**config.mk**
```make
export PLATFORM = sky130hd
export DESIGN_NAME = payload_gen
export DESIGN_NICKNAME = d
export VERILOG_FILES = /design/src/rtl/pgen_pkg.sv /design/src/rtl/payload_lfsr32.sv /design/src/rtl/payload_gen.sv
export SDC_FILE = /design/constraint.sdc
export NUM_CORES = 1
export LEC_CHECK = 0
export BUFFER_PORTS_ARGS = -buffer_cell sky130_fd_sc_hd__buf_4
export CAP_MARGIN = 10
export CORE_UTILIZATION = 48
export CTS_CLUSTER_DIAMETER = 40
export DETAILED_ROUTE_END_ITERATION = 10
export PLACE_DENSITY_LB_ADDON = 0.3
export SYNTH_ARGS = -nofsm -noshare
export SYNTH_HDL_FRONTEND = slang
export SYNTH_SLANG_ARGS = --single-unit
export TNS_END_PERCENT = 30
```
**constraint.sdc**
```tcl
create_clock -name i_clk -period 6.07 [get_ports i_clk]
set_input_delay 0.607 -clock i_clk [delete_from_list [all_inputs] [get_ports i_clk]]
set_output_delay 0.607 -clock i_clk [all_outputs]
set_load 0.05 [all_outputs]
```
**src/rtl/pgen_pkg.sv**
```systemverilog
// Shared definitions for the payload generator: payload source encodings,
// FSM states and the Galois LFSR polynomial used for pseudo-random payload.
package pgen_pkg;

    typedef enum logic [1:0] {
        ST_IDLE    = 2'd0,
        ST_HEADER  = 2'd1,
        ST_PAYLOAD = 2'd2
    } pgen_state_t;

    localparam logic [1:0]  MODE_LFSR  = 2'd0;
    localparam logic [1:0]  MODE_INCR  = 2'd1;
    localparam logic [1:0]  MODE_FIXED = 2'd2;

    // Right-shifting Galois form of x^32 + x^22 + x^2 + x + 1.
    localparam logic [31:0] LFSR_TAPS  = 32'h8020_0003;
    localparam logic [31:0] LFSR_RESET = 32'hFFFF_FFFF;

    function automatic logic [31:0] lfsr_next(input logic [31:0] state);
        if (state[0]) begin
            lfsr_next = {1'b0, state[31:1]} ^ LFSR_TAPS;
        end else begin
            lfsr_next = {1'b0, state[31:1]};
        end
    endfunction

    // Reserved encoding 3 behaves as LFSR mode.
    function automatic logic [1:0] norm_mode(input logic [1:0] mode);
        case (mode)
            MODE_INCR:  norm_mode = MODE_INCR;
            MODE_FIXED: norm_mode = MODE_FIXED;
            default:    norm_mode = MODE_LFSR;
        endcase
    endfunction

    // Byte sel of a 32-bit word, sel 0 being the most significant byte.
    function automatic logic [7:0] word_byte(input logic [31:0] word, input logic [1:0] sel);
        case (sel)
            2'd0:    word_byte = word[31:24];
            2'd1:    word_byte = word[23:16];
            2'd2:    word_byte = word[15:8];
            default: word_byte = word[7:0];
        endcase
    endfunction

endpackage

```
**src/rtl/payload_lfsr32.sv**
```systemverilog
// 32-bit Galois LFSR holding the pseudo-random payload word; loadable seed,
// advances only on request so the state survives stalls and packet gaps.
module payload_lfsr32
    import pgen_pkg::*;
(
    input  logic        i_clk,
    input  logic        i_rst_n,
    input  logic        i_load,
    input  logic [31:0] i_seed,
    input  logic        i_advance,
    output logic [31:0] o_state
);

    logic [31:0] state_r;

    // LFSR state register: seed load has priority over advance.
    always_ff @(posedge i_clk or negedge i_rst_n) begin
        if (!i_rst_n) begin
            state_r <= LFSR_RESET;
        end else if (i_load) begin
            state_r <= i_seed;
        end else if (i_advance) begin
            state_r <= lfsr_next(state_r);
        end else begin
            state_r <= state_r;
        end
    end

    assign o_state = state_r;

endmodule

```
**src/rtl/payload_gen.sv**
```systemverilog
// Test-traffic payload generator: sequence-number header followed by LFSR,
// incrementing or fixed payload, emitted as an MSB-first valid/ready byte-lane stream.
module payload_gen
    import pgen_pkg::*;
#(
    parameter int          DATA_BYTES = 1,
    parameter int          LEN_W      = 16,
    parameter logic [31:0] SEQ_INIT   = 32'h0123_4567
) (
    input  logic                    i_clk,
    input  logic                    i_rst_n,
    input  logic                    i_start,
    input  logic [LEN_W-1:0]        i_len,
    input  logic [1:0]              i_mode,
    input  logic [7:0]              i_pattern,
    input  logic                    i_seed_load,
    input  logic [31:0]             i_seed_data,
    output logic [8*DATA_BYTES-1:0] o_data,
    output logic [DATA_BYTES-1:0]   o_keep,
    output logic                    o_valid,
    input  logic                    i_ready,
    output logic                    o_last,
    output logic                    o_busy,
    output logic [31:0]             o_seq
);

    localparam int                DW      = 8 * DATA_BYTES;
    localparam int                PW      = LEN_W + 1;
    localparam logic [PW-1:0]     STEP    = PW'(DATA_BYTES);
    localparam logic [PW-1:0]     HDR_LEN = PW'(4);
    localparam logic [LEN_W-1:0]  MIN_LEN = LEN_W'(4);

    if (!(DATA_BYTES == 1 || DATA_BYTES == 2 || DATA_BYTES == 4)) begin : g_bad_data_bytes
        $error("payload_gen: DATA_BYTES must be 1, 2 or 4");
    end

    pgen_state_t       state_r, state_s;
    logic [PW-1:0]     len_r, len_s;
    logic [1:0]        mode_r, mode_s;
    logic [7:0]        pattern_r, pattern_s;
    logic [PW-1:0]     pos_r, pos_s;
    logic [31:0]       seq_r, seq_s;
    logic [DW-1:0]     data_r, data_s;
    logic [DATA_BYTES-1:0] keep_r, keep_s;
    logic              valid_r, valid_s;
    logic              last_r, last_s;
    logic              busy_r, busy_s;

    logic              accept_s;
    logic [PW-1:0]     pos_next_s;
    logic              lfsr_load_s;
    logic              lfsr_adv_s;
    logic [31:0]       lfsr_state_s;

    logic [PW-1:0]     src_pos_s;
    logic [PW-1:0]     src_len_s;
    logic [1:0]        src_mode_s;
    logic [7:0]        src_pat_s;
    logic [31:0]       src_lfsr_s;
    logic [DW-1:0]     bld_data_s;
    logic [DATA_BYTES-1:0] bld_keep_s;
    logic              bld_last_s;

    // Byte at packet offset idx: header bytes come from seq, payload from the selected source.
    function automatic logic [7:0] lane_byte(
        input logic [PW-1:0] idx,
        input logic [1:0]    mode,
        input logic [7:0]    pat,
        input logic [31:0]   seq,
        input logic [31:0]   lfsr
    );
        if (idx < HDR_LEN) begin
            lane_byte = word_byte(seq, idx[1:0]);
        end else begin
            case (mode)
                MODE_INCR:  lane_byte = idx[7:0] - 8'd4;
                MODE_FIXED: lane_byte = pat;
                default:    lane_byte = word_byte(lfsr, idx[1:0]);
            endcase
        end
    endfunction

    payload_lfsr32 u_lfsr (
        .i_clk     (i_clk),
        .i_rst_n   (i_rst_n),
        .i_load    (lfsr_load_s),
        .i_seed    (i_seed_data),
        .i_advance (lfsr_adv_s),
        .o_state   (lfsr_state_s)
    );

    assign accept_s   = valid_r & i_ready;
    assign pos_next_s = pos_r + STEP;
    // Advance after a word's final byte leaves, or after a truncated final word.
    assign lfsr_adv_s = accept_s && (state_r == ST_PAYLOAD) && (mode_r == MODE_LFSR)
                        && ((pos_next_s[1:0] == 2'b00) || last_r);

    // Selects what the next registered beat is built from: fresh inputs at start, latched context otherwise.
    always_comb begin
        if (state_r == ST_IDLE) begin
            src_pos_s  = '0;
            src_len_s  = (i_len < MIN_LEN) ? HDR_LEN : {1'b0, i_len};
            src_mode_s = norm_mode(i_mode);
            src_pat_s  = i_pattern;
            src_lfsr_s = lfsr_state_s;
        end else begin
            src_pos_s  = pos_next_s;
            src_len_s  = len_r;
            src_mode_s = mode_r;
            src_pat_s  = pattern_r;
            src_lfsr_s = lfsr_adv_s ? lfsr_next(lfsr_state_s) : lfsr_state_s;
        end
    end

    // Beat builder: fills lanes MSB-first, zeroing and unkeeping lanes past the packet end.
    always_comb begin
        bld_data_s = '0;
        bld_keep_s = '0;
        for (int k = 0; k < DATA_BYTES; k++) begin
            if ((src_pos_s + PW'(k)) < src_len_s) begin
                bld_keep_s[DATA_BYTES-1-k] = 1'b1;
                bld_data_s[DW-1-8*k -: 8]  = lane_byte(src_pos_s + PW'(k), src_mode_s,
                                                       src_pat_s, seq_r, src_lfsr_s);
            end else begin
                bld_keep_s[DATA_BYTES-1-k] = 1'b0;
            end
        end
        bld_last_s = (src_pos_s + STEP) >= src_len_s;
    end

    // Next-state and next-output logic for the packet FSM.
    always_comb begin
        state_s     = state_r;
        len_s       = len_r;
        mode_s      = mode_r;
        pattern_s   = pattern_r;
        pos_s       = pos_r;
        seq_s       = seq_r;
        data_s      = data_r;
        keep_s      = keep_r;
        valid_s     = valid_r;
        last_s      = last_r;
        lfsr_load_s = 1'b0;
        case (state_r)
            ST_IDLE: begin
                if (i_seed_load) begin
                    lfsr_load_s = 1'b1;
                    seq_s       = SEQ_INIT;
                end else if (i_start) begin
                    state_s   = ST_HEADER;
                    len_s     = src_len_s;
                    mode_s    = src_mode_s;
                    pattern_s = src_pat_s;
                    pos_s     = '0;
                    data_s    = bld_data_s;
                    keep_s    = bld_keep_s;
                    last_s    = bld_last_s;
                    valid_s   = 1'b1;
                end else begin
                    valid_s   = 1'b0;
                end
            end
            ST_HEADER, ST_PAYLOAD: begin
                if (accept_s && last_r) begin
                    state_s = ST_IDLE;
                    seq_s   = seq_r + 32'd1;
                    pos_s   = '0;
                    data_s  = '0;
                    keep_s  = '0;
                    valid_s = 1'b0;
                    last_s  = 1'b0;
                end else if (accept_s) begin
                    state_s = (pos_next_s >= HDR_LEN) ? ST_PAYLOAD : ST_HEADER;
                    pos_s   = pos_next_s;
                    data_s  = bld_data_s;
                    keep_s  = bld_keep_s;
                    last_s  = bld_last_s;
                end else begin
                    valid_s = 1'b1;
                end
            end
            default: begin
                state_s = ST_IDLE;
                pos_s   = '0;
                data_s  = '0;
                keep_s  = '0;
                valid_s = 1'b0;
                last_s  = 1'b0;
            end
        endcase
        busy_s = (state_s != ST_IDLE);
    end

    // State, packet context and registered output stage.
    always_ff @(posedge i_clk or negedge i_rst_n) begin
        if (!i_rst_n) begin
            state_r   <= ST_IDLE;
            len_r     <= '0;
            mode_r    <= MODE_LFSR;
            pattern_r <= 8'h00;
            pos_r     <= '0;
            seq_r     <= SEQ_INIT;
            data_r    <= '0;
            keep_r    <= '0;
            valid_r   <= 1'b0;
            last_r    <= 1'b0;
            busy_r    <= 1'b0;
        end else begin
            state_r   <= state_s;
            len_r     <= len_s;
            mode_r    <= mode_s;
            pattern_r <= pattern_s;
            pos_r     <= pos_s;
            seq_r     <= seq_s;
            data_r    <= data_s;
            keep_r    <= keep_s;
            valid_r   <= valid_s;
            last_r    <= last_s;
            busy_r    <= busy_s;
        end
    end

    assign o_data  = data_r;
    assign o_keep  = keep_r;
    assign o_valid = valid_r;
    assign o_last  = last_r;
    assign o_busy  = busy_r;
    assign o_seq   = seq_r;

endmodule

```
==> results.md, run 1 <==
* Vias per inst at slightly above 6
* Overflow left after global routing at 0
* Async set or reset register ratio after synthesis at 100.0%
* Pin count of the biggest net entering global routing at 80
* Detailed Routing Iterations Pass 1 at 8
* Slew at the pin closest to its max-slew limit at 1169 ps
* Clk sinks at approximately 120
* Final worst slack at around 1000 ps
* Number of DRC markers in iteration 0 at 690
* Pwr dens at roughly 440 mW/mm^2
* Top-Level Pins at between 100 and 150
* Largest cells by area after synthesis: dfrtp_1 23%, dfstp_2 14%, ha_1 6.9%
* Hold buffer count at cts at 0
* Commonest cells post-synth: 129 x nand2_1, 96 x nor2_1, 78 x dfrtp_1
* EDFF count, synth at 0
* Finish-stage setup viols at 0
* First-pass GRT wire length at roughly 38 mm
* Post-CTS setup buffers at 0
* Post-Route WL at around 24 mm
* Library cells used by synthesis at 78
* Register area share after synthesis at 36.53%
* Synth Flop Type: dfrtp_1
* Internal power at about 2.4 mW
* Fin nets at 1139
* P_leak at around 4.6 nW
* CTS resizes at 0
* Hold_ws at about 190 ps
* Die area at between 0.015 and 0.02 sq mm
* Worst slew margin at roughly a fifth
* Initial antenna violation count at 0
* Clock power frac at a little under a quarter
* Clock slew at reported path FFs at approximately 60 ps
* CTS H-tree lvls at 4
* FF-to-FF setup slack at slightly below 1000 ps
* Drt wl/cell at about 19 um
* Total Routing Usage GR at between 20% and 30%
* Fmax at slightly below 0.2 GHz
* Yosys warning total at 0
* Area growth syn-to-layout at 16.59%
* Post-synth top area cell: dfrtp_1
* Place WS at around 1100 ps
* R2R depth at 14
* CTS Root Cell: clkbuf_16
* Worst vdd ir at roughly 0.00029 V
* Number of buffers created by CTS at 17
* Avg Inst Size Synth at 8.843 sq um
* CP max FO at 39
* Register share of total power at around a third
* Crit Path Class: flop to flop
* Die Width at 135.1 um
* Worst setup EP type: flop
* Syn_nets at roughly 1100
* Final min period at roughly 5000 ps
* Number of global-route vias before repair at 7434
* Die Span Y at between 100 and 150 um
* Synth Cell Area at ~0.0085 sq mm
* IO Port Bufs at 106
* Setup Skew at between 10 and 15 ps
* Net Sw Power at 1.906 mW
* Max-Cap Viols at 0
* Site row count at 48
* Unrepaired setup endpoints after global routing: false
* Total number of vias at a little under 8000
* HP Class: input port to async pin
* Net Sw Frac at between 40 and 50%
* Yosys reg bits at roughly 120
* Logic pwr share at 45.2%
* CP arrival at ~5400 ps
* Core Area at between 0.015 and 0.02 sq mm
* Final Max Slew Viols at 0
* Status: finished, final reports clean
* GP Congestion at 0.8903
* Top-count cell post-synth: nand2_1
* ANT cells at 0
* Residual DRC count at 0
* ANT nets after route at 0
* Buffers from clock root to sink, at most at 2
* Final Cycle Share at 83.99%
* Setup_tns at 0 ps
* Area share of the largest cell type after synthesis at a little under a quarter
* Final Hold Vio Count at 0
* Final HPWL DP at roughly 17 mm
* Share of layout cells above drive strength 1 at 21.88%
* Initial Utilization at between 40% and 50%
* Req. time, crit path at roughly 6400 ps
* CTS tree: built
* Clock Latency Late Sink at around 420 ps
* Post-Syn Instances at roughly 960
* Crit start category: flop
-- stage by stage --
step	total power, mW	instances	cell area [sq um]	utilization [%]
after global routing	4.609	1267	9918	57.34
after CTS	4.335	1267	9918	57.34
final	4.349	1267	9918	57.34
after detailed placement	3.301	1235	9334	53.96
after global placement	3.258	1235	9334	53.96
after floorplan	2.734	962	8507	-
-- layer usage --
layer | track usage [%] | part of all wire, % | routed length, um
met4 | 8.989 | 2.1 | 488
met2 | 43.42 | 48 | 11240
met5 | 0 | 0 | 0
met1 | 36.30 | 45 | 10660
met3 | 4.917 | 5.3 | 1251
-- registers in the layout, summed over array words and instances (netlist names) --
| name | count |
|---|---|
| o_keep | 1 |
| o_seq | 32 |
| u_lfsr.o_state | 32 |
| o_last | 1 |
| len_r | 17 |
| o_valid | 1 |
| mode_r | 2 |
| o_data | 8 |
| pos_r | 17 |
| state_r | 2 |
| o_busy | 1 |
| pattern_r | 8 |
-- cell type report --
| cell class | instances | area (sq um) |
|---|---|---|
| fillers | 1574 | 7378 |
| clock inverters | 13 | 131.4 |
| repair buffers | 112 | 840.8 |
| clock buffers | 19 | 452.9 |
| multi-input cells | 755 | 5025 |
| inverters | 21 | 78.83 |
| well taps | 225 | 281.5 |
| flip-flops and latches | 122 | 3108 |
-- cells by family (layout without fill, tap and decap cells) --
logic type | after synthesis | count (layout) | share of synthesized area, %
simple gates | 355 | 355 | 20.31
flops | 122 | 122 | 36.53
xor+xnor | 60 | 60 | 6.177
buf+inv | 85 | 165 | 4.457
fa+ha+maj | 47 | 47 | 6.913
mux | 56 | 56 | 6.883
compound gates | 237 | 237 | 18.72
-- layout by cell type, fill, tap and decap left out, drive strengths merged, types with 16 or more instances in the layout --
cell / instances
mux2i: 36
nand2: 129
dfrtp: 78
inv: 28
dfstp: 44
a31oi: 24
xor2: 37
ha: 47
buf: 112
a21oi: 45
nand4: 16
clkbuf: 19
nor2: 97
o21ai: 70
nand3: 29
xnor2: 23
mux2: 20
-- power by group through the flow --
stage	clock [mW]	combinational (mW)	sequential [mW]
2_1_floorplan	0	1.28	1.45
3_3_place_gp	0	1.89	1.37
3_5_place_dp	0	1.93	1.37
4_1_cts	1.02	1.95	1.36
5_1_grt	1.06	2.15	1.40
6_report	1.02	1.97	1.37
-- critical path, cell delays in order, from the launching register on --
cell and delay (ps):
dfrtp_1 430, inv_1 100, ha_2 740, inv_1 590, a41oi_1 460, inv_1 80, o22ai_1 270, ha_1 310
o21ai_0 180, a21oi_1 60, o31ai_1 260, a211oi_1 170, a2111oi_4 820, inv_2 140, o311ai_1 350
-- path summary, 6_finish.rpt --
path,start,endpoint
worst max-delay path,state_r[1]$_DFF_PN0_,o_data[4]$_DFFE_PN0P_
worst min-delay path,i_rst_n,len_r[13]$_DFFE_PN0P_
worst max register to register,state_r[1]$_DFF_PN0_,o_data[4]$_DFFE_PN0P_
worst min register to register,len_r[3]$_DFFE_PN0P_,len_r[3]$_DFFE_PN0P_
max in group asynchronous,i_rst_n,o_seq[7]$_DFFE_PN0P_
min in group i_clk,i_seed_data[0],u_lfsr.o_state[0]$_DFF_PN1_
Note: power is estimated with default switching activity, not from simulation.
==> run 2: changes to the inputs <==
- ABC_AREA: default -> 1
- clock period: 6.07 -> 5.3 ns (I/O delays scaled with it)
==> results.md, run 2 <==
* Final instance area at around 0.011 sq mm
* Unrepaired setup endpoints after global routing: false
* Area growth syn-to-layout at 17.70%
* Residual DRC count at 0
* Placed inst area at roughly 0.010 sq mm
* Library cells used by synthesis at 44
* ANT cells at 0
* EDFF count, synth at 0
* Register area share after synthesis at 34.08%
* Fmax at between 0.2 and 0.25 GHz
* Worst setup path start: pos_r[0]$_DFFE_PN0P_
* Max-Cap Viols at 0
* Post-synth top area cell: dfrtp_1
* Drt wl/cell at approximately 16 um
* Syn_nets at about 1400
* First-pass GRT wire length at 43.40 mm
* Internal power at roughly 3.0 mW
* Final HPWL DP at between 15 and 20 mm
* Initial Utilization at between 40% and 50%
* Crit Path Class: flop to flop
* Die area at roughly 0.020 sq mm
* Logic pwr share at 50.7%
* Synth Cell Area at 0.009120 sq mm
* Post-Route WL at between 20 and 30 mm
* Final min period at around 4100 ps
* Final Cycle Share at between 70% and 80%
* Total Routing Usage GR at between 20% and 30%
* Crit start category: flop
* Overflow left after global routing at 0
* Buffers from clock root to sink, at most at 2
* Final worst slack at approximately 1200 ps
* Fin nets at approximately 1500
* Register share of total power at a little over a quarter
* Fill cell count at around 1800
* Clock slew at reported path FFs at roughly 60 ps
* Hold buffer count at cts at 0
* CTS tree: built
* Net Sw Power at between 2 and 3 mW
* Share of layout cells above drive strength 1 at 16.42%
* Worst setup EP type: flop
* Pwr dens at 525.3 mW/mm^2
* Setup_tns at 0 ps
* Clk sinks at 122
* Slew at the pin closest to its max-slew limit at between 1000 and 1500 ps
* Top-count cell post-synth: nand2_1
* Final Core Density at between 50% and 60%
* CP arrival at around 4500 ps
* Core Area at about 0.019 sq mm
* Place WS at about 1200 ps
* Site row count at 50
* Detailed Routing Iterations Pass 1 at 5
* CTS Root Cell: clkbuf_16
* Reg2reg start: pos_r[0]$_DFFE_PN0P_
* Hold_ws at 287.3 ps
* Largest cells by area after synthesis: dfrtp_1 21%, nand2_1 16%, dfstp_2 13%
* CTS resizes at 0
* CTS H-tree lvls at 4
* Clock power frac at 22.2%
* P_leak at between 5 and 6 nW
* Net Sw Frac at between 40% and 50%
* Setup Skew at 10.75 ps
* Area share of the largest cell type after synthesis at between 20% and 30%
* HP Class: input port to async pin
* Number of global-route vias before repair at between 8000 and 9000
* Pin count of the biggest net entering global routing at just under 80
* Initial antenna violation count at 0
* Die Span Y at 139.8 um
* Die Width at ~140 um
* Yosys warning total at 0
* Clock Latency Late Sink at around 430 ps
* ANT nets after route at 0
* Yosys reg bits at approximately 120
* Final Hold Vio Count at 0
* CP max FO at 18
* Commonest cells after routing, fill and taps aside: 378 x nand2_1, 164 x inv_1, 116 x buf_4, 109 x nand3_1, 107 x o21ai_0
* Post-Syn Instances at 1334
* Number of buffers created by CTS at 17
* Commonest cells post-synth: 378 x nand2_1, 164 x inv_1, 109 x nand3_1
* Top-Level Pins at about 110
* Worst vdd ir at between 0.0002 and 0.0003 V
* Async set or reset register ratio after synthesis at 100.0%
* Number of DRC markers in iteration 0 at approximately 980
* Post-CTS setup buffers at 0
* Avg Inst Size Synth at ~6.8 sq um
* Placed Cells at 1639
* Most common cell after layout, fill and taps aside: nand2_1
* Status: finished, final reports clean
* Finish-stage setup viols at 0
* Synth Flop Type: dfrtp_1
* GP Congestion at 0.9658
* Layout Cells excl Fill at roughly 1700
* Total number of vias at roughly 9400
* Final Max Slew Viols at 0
* IO Port Bufs at between 100 and 150
* Post-layout power at 5.639 mW
* Req. time, crit path at between 5000 and 6000 ps
* Worst slew margin at just over 30%
* Vias per inst at 5.636
## run 2: critical path, cell delays in order, from the launching register on
cell and delay, ps:
dfrtp_1 460, ha_1 310, inv_1 50, nor2_1 340, ha_1 660, nand2_1 250
nor3_4 280, nand2_1 90, nor2_2 180, nand4_1 140, xor2_1 160, inv_1 60
ha_1 330, nand4_1 150, nor2_1 170, nand3_1 90, o2111ai_1 190, nand2_1 70
nand2_1 70
## run 2: area by class of cell
cell class / count / area [sq um] / area share, %
tap: 234 / 292.8 / 2.728
sequential: 122 / 3108 / 28.95
timing repair buffer: 116 / 870.8 / 8.113
clock inverter: 14 / 196.4 / 1.830
clock buffer: 18 / 429.2 / 3.998
multi-input combinational: 999 / 5206 / 48.50
inverter: 168 / 630.6 / 5.875
## run 2: cell families after synthesis
| group | share of synthesized area [%] |
|---|---|
| xor gates and xnor gates | 1.729 |
| DFF | 34.08 |
| adders and majority gates | 6.448 |
| muxes | 1.537 |
| and+or+nand+nor | 33.37 |
| AOI/OAI and AO/OA | 13.98 |
| buffers and inverters | 8.863 |
## run 2: worst paths after layout
kind / endpoint / slack, ps / depth (start not counted)
min in group i_clk: u_lfsr.o_state[19]$_DFF_PN1_ / 310 / 3
hold / removal: o_seq[23]$_DFFE_PN0P_ / 290 / 1
setup reg to reg: o_last$_DFFE_PN0P_ / 1200 / 18
max in group asynchronous: pos_r[14]$_DFFE_PN0P_ / 3860 / 2
hold reg to reg: len_r[2]$_DFFE_PN0P_ / 490 / 2
setup / recovery: o_last$_DFFE_PN0P_ / 1200 / 18
## run 2: per-layer routing
metal | vias to the layer above | share of wire (%) | GRT usage, %
met5 | - | 0 | 0
met2 | 394 | 44 | 42.58
li1 | 4600 | - | -
met3 | 50 | 7.3 | 4.783
met1 | 4373 | 46 | 39.62
met4 | 0 | 2.4 | 9.485
## run 2: power by group through the flow
stage                     clock [mW]  combinational, mW  sequential [mW]
final                           1.25               2.86             1.53
after global routing            1.30               3.18             1.56
after CTS                       1.26               2.83             1.53
after detailed placement           0               2.81             1.53
after global placement             0               2.76             1.53
after floorplan                    0               1.88             1.67
